$ cat src/rtl/alu_pkg.sv
// Shared ALU definitions: data width, opcode encodings and the command issuer FSM encoding.
// Both the ALU and alu_cmd_issuer import this package.
package alu_pkg;

  localparam int unsigned DataW = 32;
  localparam int unsigned OpW   = 3;

  localparam logic [OpW-1:0] OpAdd = 3'b000;
  localparam logic [OpW-1:0] OpSub = 3'b001;
  localparam logic [OpW-1:0] OpOr  = 3'b010;
  localparam logic [OpW-1:0] OpAnd = 3'b011;
  localparam logic [OpW-1:0] OpNot = 3'b100;
  localparam logic [OpW-1:0] OpMul = 3'b101;
  localparam logic [OpW-1:0] OpSll = 3'b110;
  localparam logic [OpW-1:0] OpSlr = 3'b111;

  typedef enum logic [1:0] {
    StIdle,
    StStart,
    StWait,
    StResp
  } issuer_state_e;

endpackage

$ cat src/rtl/alu_cmd_issuer.sv
// Issues one command at a time to the ALU over PStart/PDone and returns the captured result on a
// valid/ready response port. Define ALU_TIMEOUT_EN to abort a wait after TIMEOUT cycles.
module alu_cmd_issuer
  import alu_pkg::*;
#(
  parameter int unsigned TIMEOUT = 64
) (
  input  logic             clk,
  input  logic             rst_n,
  input  logic             cmd_valid,
  output logic             cmd_ready,
  input  logic [OpW-1:0]   cmd_opcode,
  input  logic [DataW-1:0] cmd_a,
  input  logic [DataW-1:0] cmd_b,
  output logic [OpW-1:0]   alu_opcode,
  output logic [DataW-1:0] alu_inA,
  output logic [DataW-1:0] alu_inB,
  output logic             alu_PStart,
  input  logic             alu_PDone,
  input  logic [DataW-1:0] alu_result,
  input  logic [DataW-1:0] alu_extra,
  output logic             rsp_valid,
  input  logic             rsp_ready,
  output logic [OpW-1:0]   rsp_opcode,
  output logic [DataW-1:0] rsp_result,
  output logic [DataW-1:0] rsp_extra,
  output logic             rsp_err,
  output logic [15:0]      ops_issued
);

  if (TIMEOUT < 2) begin : g_timeout_check
    $error("alu_cmd_issuer: TIMEOUT must be at least 2");
  end

  issuer_state_e    state_q;
  logic             cmd_ready_q;
  logic             pstart_q;
  logic [OpW-1:0]   op_q;
  logic [DataW-1:0] a_q;
  logic [DataW-1:0] b_q;
  logic             rsp_valid_q;
  logic [OpW-1:0]   rsp_op_q;
  logic [DataW-1:0] rsp_res_q;
  logic [DataW-1:0] rsp_ext_q;
  logic [15:0]      ops_q;

`ifdef ALU_TIMEOUT_EN
  localparam int unsigned CntW = (TIMEOUT > 2) ? $clog2(TIMEOUT) : 1;
  // Expire on the edge where the counter would reach TIMEOUT-1.
  localparam logic [CntW-1:0] CntLast = CntW'(TIMEOUT - 2);

  logic [CntW-1:0] wait_cnt_q;
  logic            rsp_err_q;
  assign rsp_err = rsp_err_q;
`else
  assign rsp_err = 1'b0;
`endif

  always_ff @(posedge clk or negedge rst_n) begin
    if (!rst_n) begin
      state_q     <= StIdle;
      cmd_ready_q <= 1'b0;
      pstart_q    <= 1'b0;
      op_q        <= '0;
      a_q         <= '0;
      b_q         <= '0;
      rsp_valid_q <= 1'b0;
      rsp_op_q    <= '0;
      rsp_res_q   <= '0;
      rsp_ext_q   <= '0;
      ops_q       <= '0;
`ifdef ALU_TIMEOUT_EN
      wait_cnt_q  <= '0;
      rsp_err_q   <= 1'b0;
`endif
    end else begin
      unique case (state_q)
        StIdle: begin
          cmd_ready_q <= 1'b1;
          if (cmd_valid && cmd_ready_q) begin
            op_q        <= cmd_opcode;
            a_q         <= cmd_a;
            b_q         <= cmd_b;
            pstart_q    <= 1'b1;
            cmd_ready_q <= 1'b0;
            state_q     <= StStart;
          end
        end
        StStart: begin
          pstart_q <= 1'b0;
          ops_q    <= ops_q + 16'd1;
          state_q  <= StWait;
`ifdef ALU_TIMEOUT_EN
          wait_cnt_q <= '0;
`endif
        end
        StWait: begin
          if (alu_PDone) begin
            rsp_op_q    <= op_q;
            rsp_res_q   <= alu_result;
            rsp_ext_q   <= alu_extra;
            rsp_valid_q <= 1'b1;
            state_q     <= StResp;
`ifdef ALU_TIMEOUT_EN
            rsp_err_q   <= 1'b0;
          end else if (wait_cnt_q == CntLast) begin
            rsp_op_q    <= op_q;
            rsp_res_q   <= '0;
            rsp_ext_q   <= '0;
            rsp_err_q   <= 1'b1;
            rsp_valid_q <= 1'b1;
            state_q     <= StResp;
          end else begin
            wait_cnt_q  <= wait_cnt_q + CntW'(1);
`endif
          end
        end
        StResp: begin
          if (rsp_ready) begin
            rsp_valid_q <= 1'b0;
            cmd_ready_q <= 1'b1;
            state_q     <= StIdle;
          end
        end
        default: state_q <= StIdle;
      endcase
    end
  end

  assign cmd_ready  = cmd_ready_q;
  assign alu_PStart = pstart_q;
  assign alu_opcode = op_q;
  assign alu_inA    = a_q;
  assign alu_inB    = b_q;
  assign rsp_valid  = rsp_valid_q;
  assign rsp_opcode = rsp_op_q;
  assign rsp_result = rsp_res_q;
  assign rsp_extra  = rsp_ext_q;
  assign ops_issued = ops_q;

endmodule

$ cat config.mk
export PLATFORM = sky130hd
export DESIGN_NAME = alu_cmd_issuer
export DESIGN_NICKNAME = d
export VERILOG_FILES = /design/src/rtl/alu_pkg.sv /design/src/rtl/alu_cmd_issuer.sv
export SDC_FILE = /design/constraint.sdc
export NUM_CORES = 1
export LEC_CHECK = 0
export ABC_AREA = 1
export BUFFER_PORTS_ARGS = -buffer_cell sky130_fd_sc_hd__buf_2
export CAP_MARGIN = 10
export CORE_UTILIZATION = 30
export DETAILED_ROUTE_END_ITERATION = 8
export PLACE_DENSITY = 0.52
export SYNTH_ARGS = -nofsm -noshare
export SYNTH_HDL_FRONTEND = slang
export SYNTH_SLANG_ARGS = --single-unit
$ cat constraint.sdc
create_clock -name clk -period 2.2 [get_ports clk]
set_clock_uncertainty 0.2 [all_clocks]
set_input_delay 0 -clock clk [delete_from_list [all_inputs] [get_ports clk]]
set_output_delay 0 -clock clk [all_outputs]
set_load 0.1 [all_outputs]
==> impl_metrics.prom, run 1 <==
# TYPE chip_impl_metric gauge
chip_impl_info{name="status",value="completed"} 1
chip_impl_info{name="critical_path.top_delay_family",value="buffers and inverters"} 1
chip_impl_metric{name="critical_path.max_fanout",unit=""} 4
chip_impl_info{name="most_frequent_cell_on_the_critical_path",value="nand2_1"} 1
chip_impl_metric{name="crit_buf_inv",unit=""} 2
chip_impl_metric{name="htree_num_levels",unit=""} 4
chip_impl_metric{name="final_hpwl_from_detailed_placement",unit="um"} 11200
chip_impl_metric{name="via_total_after_detailed_routing",unit=""} 4848
chip_impl_metric{name="yosys_register_bits",unit=""} 155
chip_impl_metric{name="drt_iter0_markers",unit=""} 179
chip_impl_metric{name="critical-path-max-stage-delay",unit="ps"} 540
chip_impl_metric{name="worst_path_clk_slew",unit="ps"} 70
chip_impl_info{name="netlist_top_cells_area",value="dfrtp_1 63%, mux2_2 21%, mux2_4 4.6%"} 1
chip_impl_metric{name="final-hold-violation-count",unit=""} 0
chip_impl_metric{name="fp.dieArea",unit="mm2"} 0.0210
chip_impl_metric{name="synth_enable_flop_cells",unit=""} 0
chip_impl_metric{name="async_flop_share",unit=""} 1.00
chip_impl_metric{name="first_global_vias",unit=""} 5382
chip_impl_info{name="startpoint_type",value="flip-flop"} 1
chip_impl_metric{name="syn-num-nets",unit=""} 558
chip_impl_info{name="yosys_most_used_dff",value="dfrtp_1"} 1
chip_impl_info{name="critPathSlowestCell",value="dlygate4sd3_1"} 1
chip_impl_info{name="mostFrequentLayoutCells",value="287 x buf_2, 155 x dfrtp_1, 137 x dlygate4sd3_1, 113 x mux2_2, 31 x nand2_1"} 1
chip_impl_metric{name="synth_top_area_frac",unit=""} 0.632
chip_impl_metric{name="clock_sink_total",unit=""} 155
chip_impl_metric{name="worstSetupPathDepth",unit=""} 6
chip_impl_info{name="worstHoldStart",value="cmd_b[25]"} 1
chip_impl_metric{name="synth.cell_area",unit="mm2"} 0.00614
chip_impl_metric{name="clkLatencyLatePin",unit="ps"} 410
chip_impl_metric{name="antennaDiodeCount",unit=""} 0
chip_impl_metric{name="postSynthCellCount",unit=""} 417
chip_impl_metric{name="tritoncts.num_buffers",unit=""} 17
chip_impl_metric{name="fmax",unit="MHz"} 502
chip_impl_info{name="reg2reg_from",value="state_q[0]"} 1
chip_impl_info{name="crit_path_start",value="state_q[0]"} 1
chip_impl_metric{name="wirelength",unit="um"} 16700
chip_impl_metric{name="worst-r2r-setup-slack",unit="ps"} 210
chip_impl_metric{name="worst_r2r_path_depth",unit=""} 6
chip_impl_metric{name="yosysSeqAreaShare",unit=""} 0.632
chip_impl_metric{name="grt_antenna_before_repair",unit=""} 0
chip_impl_metric{name="max-slew-margin-rel",unit=""} 0.655
chip_impl_metric{name="cts_repair_resize_count",unit=""} 0
chip_impl_metric{name="core_region_area",unit="mm2"} 0.0198
chip_impl_info{name="endpoint",value="cmd_ready"} 1
chip_impl_metric{name="max-clock-path-buffers",unit=""} 2
chip_impl_metric{name="firstDrtPassIters",unit=""} 4
chip_impl_info{name="tritoncts",value="built"} 1
chip_impl_metric{name="global_route_usage_sum",unit=""} 0.161
chip_impl_metric{name="chipWidth",unit="um"} 145
chip_impl_metric{name="syn2layout_area_growth",unit="%"} 61.0
chip_impl_metric{name="min_period_over_period",unit=""} 0.906
chip_impl_metric{name="synth-warning-count",unit=""} 0
chip_impl_metric{name="fillerInstances",unit=""} 1729
chip_impl_info{name="layout_commonest_cell",value="buf_2"} 1
chip_impl_metric{name="final_setup_violation_count",unit=""} 0
chip_impl_metric{name="buffer_ports.inserted",unit=""} 288
chip_impl_metric{name="initial_core_util",unit=""} 0.310
chip_impl_metric{name="die_span_y",unit="um"} 145
chip_impl_metric{name="num_rows",unit=""} 51
chip_impl_metric{name="floorplan.io_pins",unit=""} 290
chip_impl_metric{name="maximum_number_of_pins_on_one_net_before_global_route_repair",unit=""} 51
chip_impl_metric{name="timing_max_transition_violations_final",unit=""} 0
chip_impl_metric{name="nNetsFinal",unit=""} 997
chip_impl_metric{name="post_synth.cell_area_avg",unit="um2"} 14.7
chip_impl_info{name="clk_root_buffer_cell",value="clkbuf_16"} 1
chip_impl_info{name="yosys.area.top_type",value="dfrtp_1"} 1
chip_impl_metric{name="tightest_slew",unit="ps"} 521
chip_impl_metric{name="post_route_cells_drive_above_1_share",unit=""} 0.536
chip_impl_metric{name="worstPathArrival",unit="ps"} 2090
chip_impl_metric{name="globalplace.congestion",unit=""} 0.789
chip_impl_info{name="worstSetupEndpointType",value="flip-flop"} 1
chip_impl_info{name="worst-setup-path-type",value="reg2reg"} 1
chip_impl_metric{name="drc_errors",unit=""} 0
chip_impl_metric{name="finalCriticalPeriod",unit="ps"} 1990
chip_impl_metric{name="wl_per_cell",unit="um"} 14.7
chip_impl_info{name="crit_chain",value="inv_1 > ha_1 > nand2_1 > nand2_1 > a22o_1 > dlygate4sd3_1"} 1
chip_impl_metric{name="global_route_wire_length_before_repair",unit="um"} 26900
chip_impl_info{name="hold_path_class",value="in2reg"} 1
chip_impl_metric{name="post_synth_num_cell_types",unit=""} 23
chip_impl_info{name="reg2reg_to",value="cmd_ready"} 1
chip_impl_metric{name="ant_nets",unit=""} 0
chip_impl_metric{name="grt_overflow",unit=""} 0
chip_impl_metric{name="worstPathRequired",unit="ps"} 2290
chip_impl_metric{name="max_cap_violations",unit=""} 0
chip_impl_metric{name="viasPerCell",unit=""} 4.28
chip_impl_metric{name="tns",unit="ps"} 0
chip_impl_info{name="rsz0062_at_grt",value="no"} 1
chip_impl_metric{name="holdWs",unit="ps"} 134
[per-layer routing]
metal / track usage / up-vias / share of wire
met5: 0 / - / 0
met3: 0.0500 / 13 / 0.060
met2: 0.296 / 174 / 0.53
met1: 0.177 / 2369 / 0.40
met4: 0.0484 / 0 / 0.010
li1: - / 2292 / -
[kinds of logic (layout without fill, tap and decap cells)]
| group | count (synthesis) | after routing | synth area share |
|---|---|---|---|
| compound gates | 7 | 7 | 0.00673 |
| xor+xnor | 10 | 10 | 0.0143 |
| fa+ha+maj | 5 | 5 | 0.0102 |
| buf+inv | 38 | 490 | 0.0322 |
| flops | 155 | 155 | 0.632 |
| mux | 134 | 134 | 0.257 |
| other cells | 1 | 1 | 0.000611 |
| simple gates | 67 | 67 | 0.0469 |
[timing repair]
action                    in CTS  in global routing
hold buffers                 137                  0
setup buffers                  0                  0
hold endpoints to repair     291                  0
[worst min-delay path by stage]
stage	endpoint	slack, ps	cells past startpoint
after global routing	alu_inB[25]	130	3
after floorplan	alu_PStart	-500	0
after global placement	alu_inA[27]	-230	1
final	alu_inB[25]	130	3
after CTS	rsp_result[30]	110	3
after detailed placement	alu_inA[26]	-210	1
[final cells by class]
type	count	area [um2]	area share
clock buffers	19	453	0.0458
clock inverters	13	108	0.0109
inverters	22	82.6	0.00836
multi-input cells	224	2080	0.210
flip-flops and latches	155	3880	0.392
well taps	265	332	0.0335
repair buffers	436	2950	0.299
[through the flow]
stage | area, um2 | setup WS, ps | utilization | std cells
2_1_floorplan | 6140 | 22.4 | - | 417
4_1_cts | 9880 | 188 | 0.500 | 1134
3_5_place_dp | 7950 | 246 | 0.402 | 965
3_3_place_gp | 7950 | 317 | 0.402 | 965
6_report | 9880 | 206 | 0.500 | 1134
5_1_grt | 9880 | 104 | 0.500 | 1134
[registers in the layout, indices dropped and copies added, names as in the netlist]
name and count:
alu_PStart 1, alu_inA 32, alu_inB 32, alu_opcode 3
cmd_ready 1, ops_issued 16, rsp_extra 32, rsp_opcode 3
rsp_result 32, rsp_valid 1, state_q 2
[worst register-to-register path, cell delays in order (launching register included)]
cell	delay [ps]
dfrtp_1	370
inv_1	90
ha_1	280
nand2_1	150
nand2_1	70
a22o_1	170
dlygate4sd3_1	540
[cell usage after synthesis (5+ instances only)]
library cell and n:
mux2_4 19, xor2_1 7, ha_1 5, nor3_1 5, buf_2 8, dfrtp_1 155
nor2_1 15, inv_1 22, nand3_1 9, nand2_1 32, mux2_2 113
Power of run 1 is left out: the tool's default activity adds up to more than one toggle a clock period on the data nets, which glitch-free logic cannot reach.
==> run 2: changes to the inputs <==
Settings changed: SKIP_CTS_REPAIR_TIMING set to 1.
Clock period 2.2 ns to 2.4 ns, I/O delays scaled along.
==> impl_metrics.prom, run 2 (synthesis gave the netlist of run 1 again) <==
# TYPE chip_impl_metric gauge
chip_impl_info{name="status",value="completed"} 1
chip_impl_metric{name="min_period_over_period",unit=""} 0.919
chip_impl_metric{name="viasPerCell",unit=""} 4.29
chip_impl_metric{name="grt_overflow",unit=""} 0
chip_impl_metric{name="worst_r2r_path_depth",unit=""} 5
chip_impl_metric{name="htree_num_levels",unit=""} 4
chip_impl_metric{name="finalCriticalPeriod",unit="ps"} 2210
chip_impl_metric{name="fmax",unit="MHz"} 453
chip_impl_metric{name="wl_met3",unit="um"} 978
chip_impl_metric{name="tns",unit="ps"} 0
chip_impl_info{name="hold_path_class",value="in2reg"} 1
chip_impl_metric{name="wirelength",unit="um"} 16700
chip_impl_info{name="mostFrequentLayoutCells",value="287 x buf_2, 155 x dfrtp_1, 139 x dlygate4sd3_1, 113 x mux2_2, 31 x nand2_1"} 1
chip_impl_metric{name="wl_per_cell",unit="um"} 14.7
chip_impl_metric{name="tightest_slew",unit="ps"} 519
chip_impl_metric{name="clkLatencyLatePin",unit="ps"} 410
chip_impl_info{name="highest_layer",value="met4"} 1
chip_impl_info{name="critPathSlowestCell",value="dlygate4sd3_1"} 1
chip_impl_info{name="crit_chain",value="inv_1 > ha_1 > nand2_4 > mux2_1 > dlygate4sd3_1"} 1
chip_impl_metric{name="buffer_ports.inserted",unit=""} 288
chip_impl_metric{name="global_route_wire_length_before_repair",unit="um"} 23800
chip_impl_metric{name="fp.dieArea",unit="mm2"} 0.0210
chip_impl_info{name="startpoint_type",value="flip-flop"} 1
chip_impl_info{name="reg2reg_to",value="rsp_result[26]"} 1
chip_impl_info{name="worstHoldStart",value="alu_result[29]"} 1
chip_impl_metric{name="post_route_cells_drive_above_1_share",unit=""} 0.532
chip_impl_metric{name="floorplan.io_pins",unit=""} 290
chip_impl_metric{name="chipWidth",unit="um"} 145
chip_impl_metric{name="firstDrtPassIters",unit=""} 4
chip_impl_metric{name="postLayoutCellArea",unit="mm2"} 0.00993
chip_impl_metric{name="global_route_usage_sum",unit=""} 0.146
chip_impl_metric{name="syn2layout_area_growth",unit="%"} 61.8
chip_impl_metric{name="worst_path_clk_slew",unit="ps"} 60
chip_impl_metric{name="core_region_area",unit="mm2"} 0.0198
chip_impl_metric{name="drt-met1-wl",unit="um"} 6530
chip_impl_info{name="layout_commonest_cell",value="buf_2"} 1
chip_impl_metric{name="ff_latch_area",unit="mm2"} 0.00388
chip_impl_metric{name="final-hold-violation-count",unit=""} 0
chip_impl_metric{name="drt_iter0_markers",unit=""} 127
chip_impl_info{name="rsz0062_at_grt",value="no"} 1
chip_impl_metric{name="max-clock-path-buffers",unit=""} 2
chip_impl_metric{name="final_hpwl_from_detailed_placement",unit="um"} 10900
chip_impl_metric{name="clock_sink_total",unit=""} 155
chip_impl_metric{name="initial_core_util",unit=""} 0.310
chip_impl_metric{name="nNetsFinal",unit=""} 996
chip_impl_metric{name="multiInputGateArea",unit="mm2"} 0.00208
chip_impl_metric{name="tritoncts.num_buffers",unit=""} 17
chip_impl_metric{name="max-slew-margin-rel",unit=""} 0.656
chip_impl_metric{name="worstPathRequired",unit="ps"} 2500
chip_impl_info{name="clk_root_buffer_cell",value="clkbuf_16"} 1
chip_impl_info{name="tritoncts",value="built"} 1
chip_impl_metric{name="critical-path-max-stage-delay",unit="ps"} 560
chip_impl_metric{name="die_span_y",unit="um"} 145
chip_impl_metric{name="globalplace.congestion",unit=""} 0.808
chip_impl_info{name="reg2reg_from",value="state_q[0]"} 1
chip_impl_metric{name="via_total_after_detailed_routing",unit=""} 4853
chip_impl_metric{name="dpl-instance-area",unit="mm2"} 0.00794
chip_impl_metric{name="fillerInstances",unit=""} 1702
chip_impl_metric{name="ant_nets",unit=""} 0
chip_impl_metric{name="grt_antenna_before_repair",unit=""} 0
chip_impl_metric{name="antennaDiodeCount",unit=""} 0
chip_impl_metric{name="final_setup_violation_count",unit=""} 0
chip_impl_info{name="worstSetupEndpointType",value="flip-flop"} 1
chip_impl_info{name="whs_endpoint",value="rsp_result[29]"} 1
chip_impl_info{name="worst-setup-path-type",value="reg2reg"} 1
chip_impl_metric{name="timing_max_transition_violations_final",unit=""} 0
chip_impl_metric{name="hold-path-cell-count",unit=""} 3
chip_impl_metric{name="critical_path.max_fanout",unit=""} 14
chip_impl_metric{name="max_cap_violations",unit=""} 0
chip_impl_metric{name="num_rows",unit=""} 51
chip_impl_metric{name="wl_met2",unit="um"} 8840
chip_impl_metric{name="worst-r2r-setup-slack",unit="ps"} 190
chip_impl_metric{name="drc_errors",unit=""} 0
chip_impl_metric{name="first_global_vias",unit=""} 4594
chip_impl_metric{name="worstPathArrival",unit="ps"} 2300
chip_impl_metric{name="maximum_number_of_pins_on_one_net_before_global_route_repair",unit=""} 54
==> run 2: cell types whose count changed in the layout (fill, tap and decap cells not counted) <==
cell / previous run / this run
clkinvlp_4: 4 / 3
buf_4: 7 / 3
buf_12: 4 / 5
clkbuf_8: 2 / 0
bufinv_16: 0 / 3
clkbuf_1: 0 / 1
dlygate4sd3_1: 137 / 139
inv_6: 3 / 2
inv_8: 1 / 0
==> run 2: final cells by class <==
type                       count  share of cell area
sequential                   155               0.391
timing repair buffer         435               0.298
multi-input combinational    224               0.209
clock buffer                  18              0.0432
tap                          265              0.0334
clock inverter                13              0.0171
inverter                      22             0.00831
==> run 2: metrics by stage <==
stage	setup WS, ps	instances	hold slack [ps]	util
after floorplan	222	417	-496	-
after global placement	523	962	-211	0.401
after detailed placement	479	962	-205	0.401
after CTS	463	993	-671	0.432
after global routing	51.2	1132	131	0.502
final	193	1132	144	0.502
==> run 2: worst max path at each step <==
stage             startpoint              to  slack [ps]  cells past startpoint
6_report          state_q[0]  rsp_result[26]         190                      5
5_1_grt           state_q[0]  rsp_result[26]          50                      5
4_1_cts           state_q[0]      alu_inA[8]         460                      5
3_5_place_dp      state_q[0]      alu_inA[8]         480                      5
3_3_place_gp      state_q[1]  ops_issued[14]         520                      7
2_1_floorplan  ops_issued[0]  ops_issued[14]         220                      6
==> run 2: critical path: cells and delay by family (launching register included) <==
kind	cells	cell delay, ps
multiplexers	1	360
flip-flops	1	400
AND/OR/NAND/NOR	1	200
adder cells (fa/ha/maj)	1	260
buffers and inverters	2	660
==> run 2: layer usage <==
layer / up-vias / global-route usage
li1: 2288 / -
met1: 2356 / 0.160
met2: 182 / 0.254
met3: 27 / 0.0560
met4: 0 / 0.0568
met5: - / 0
Power of run 2 is left out for the same reason.
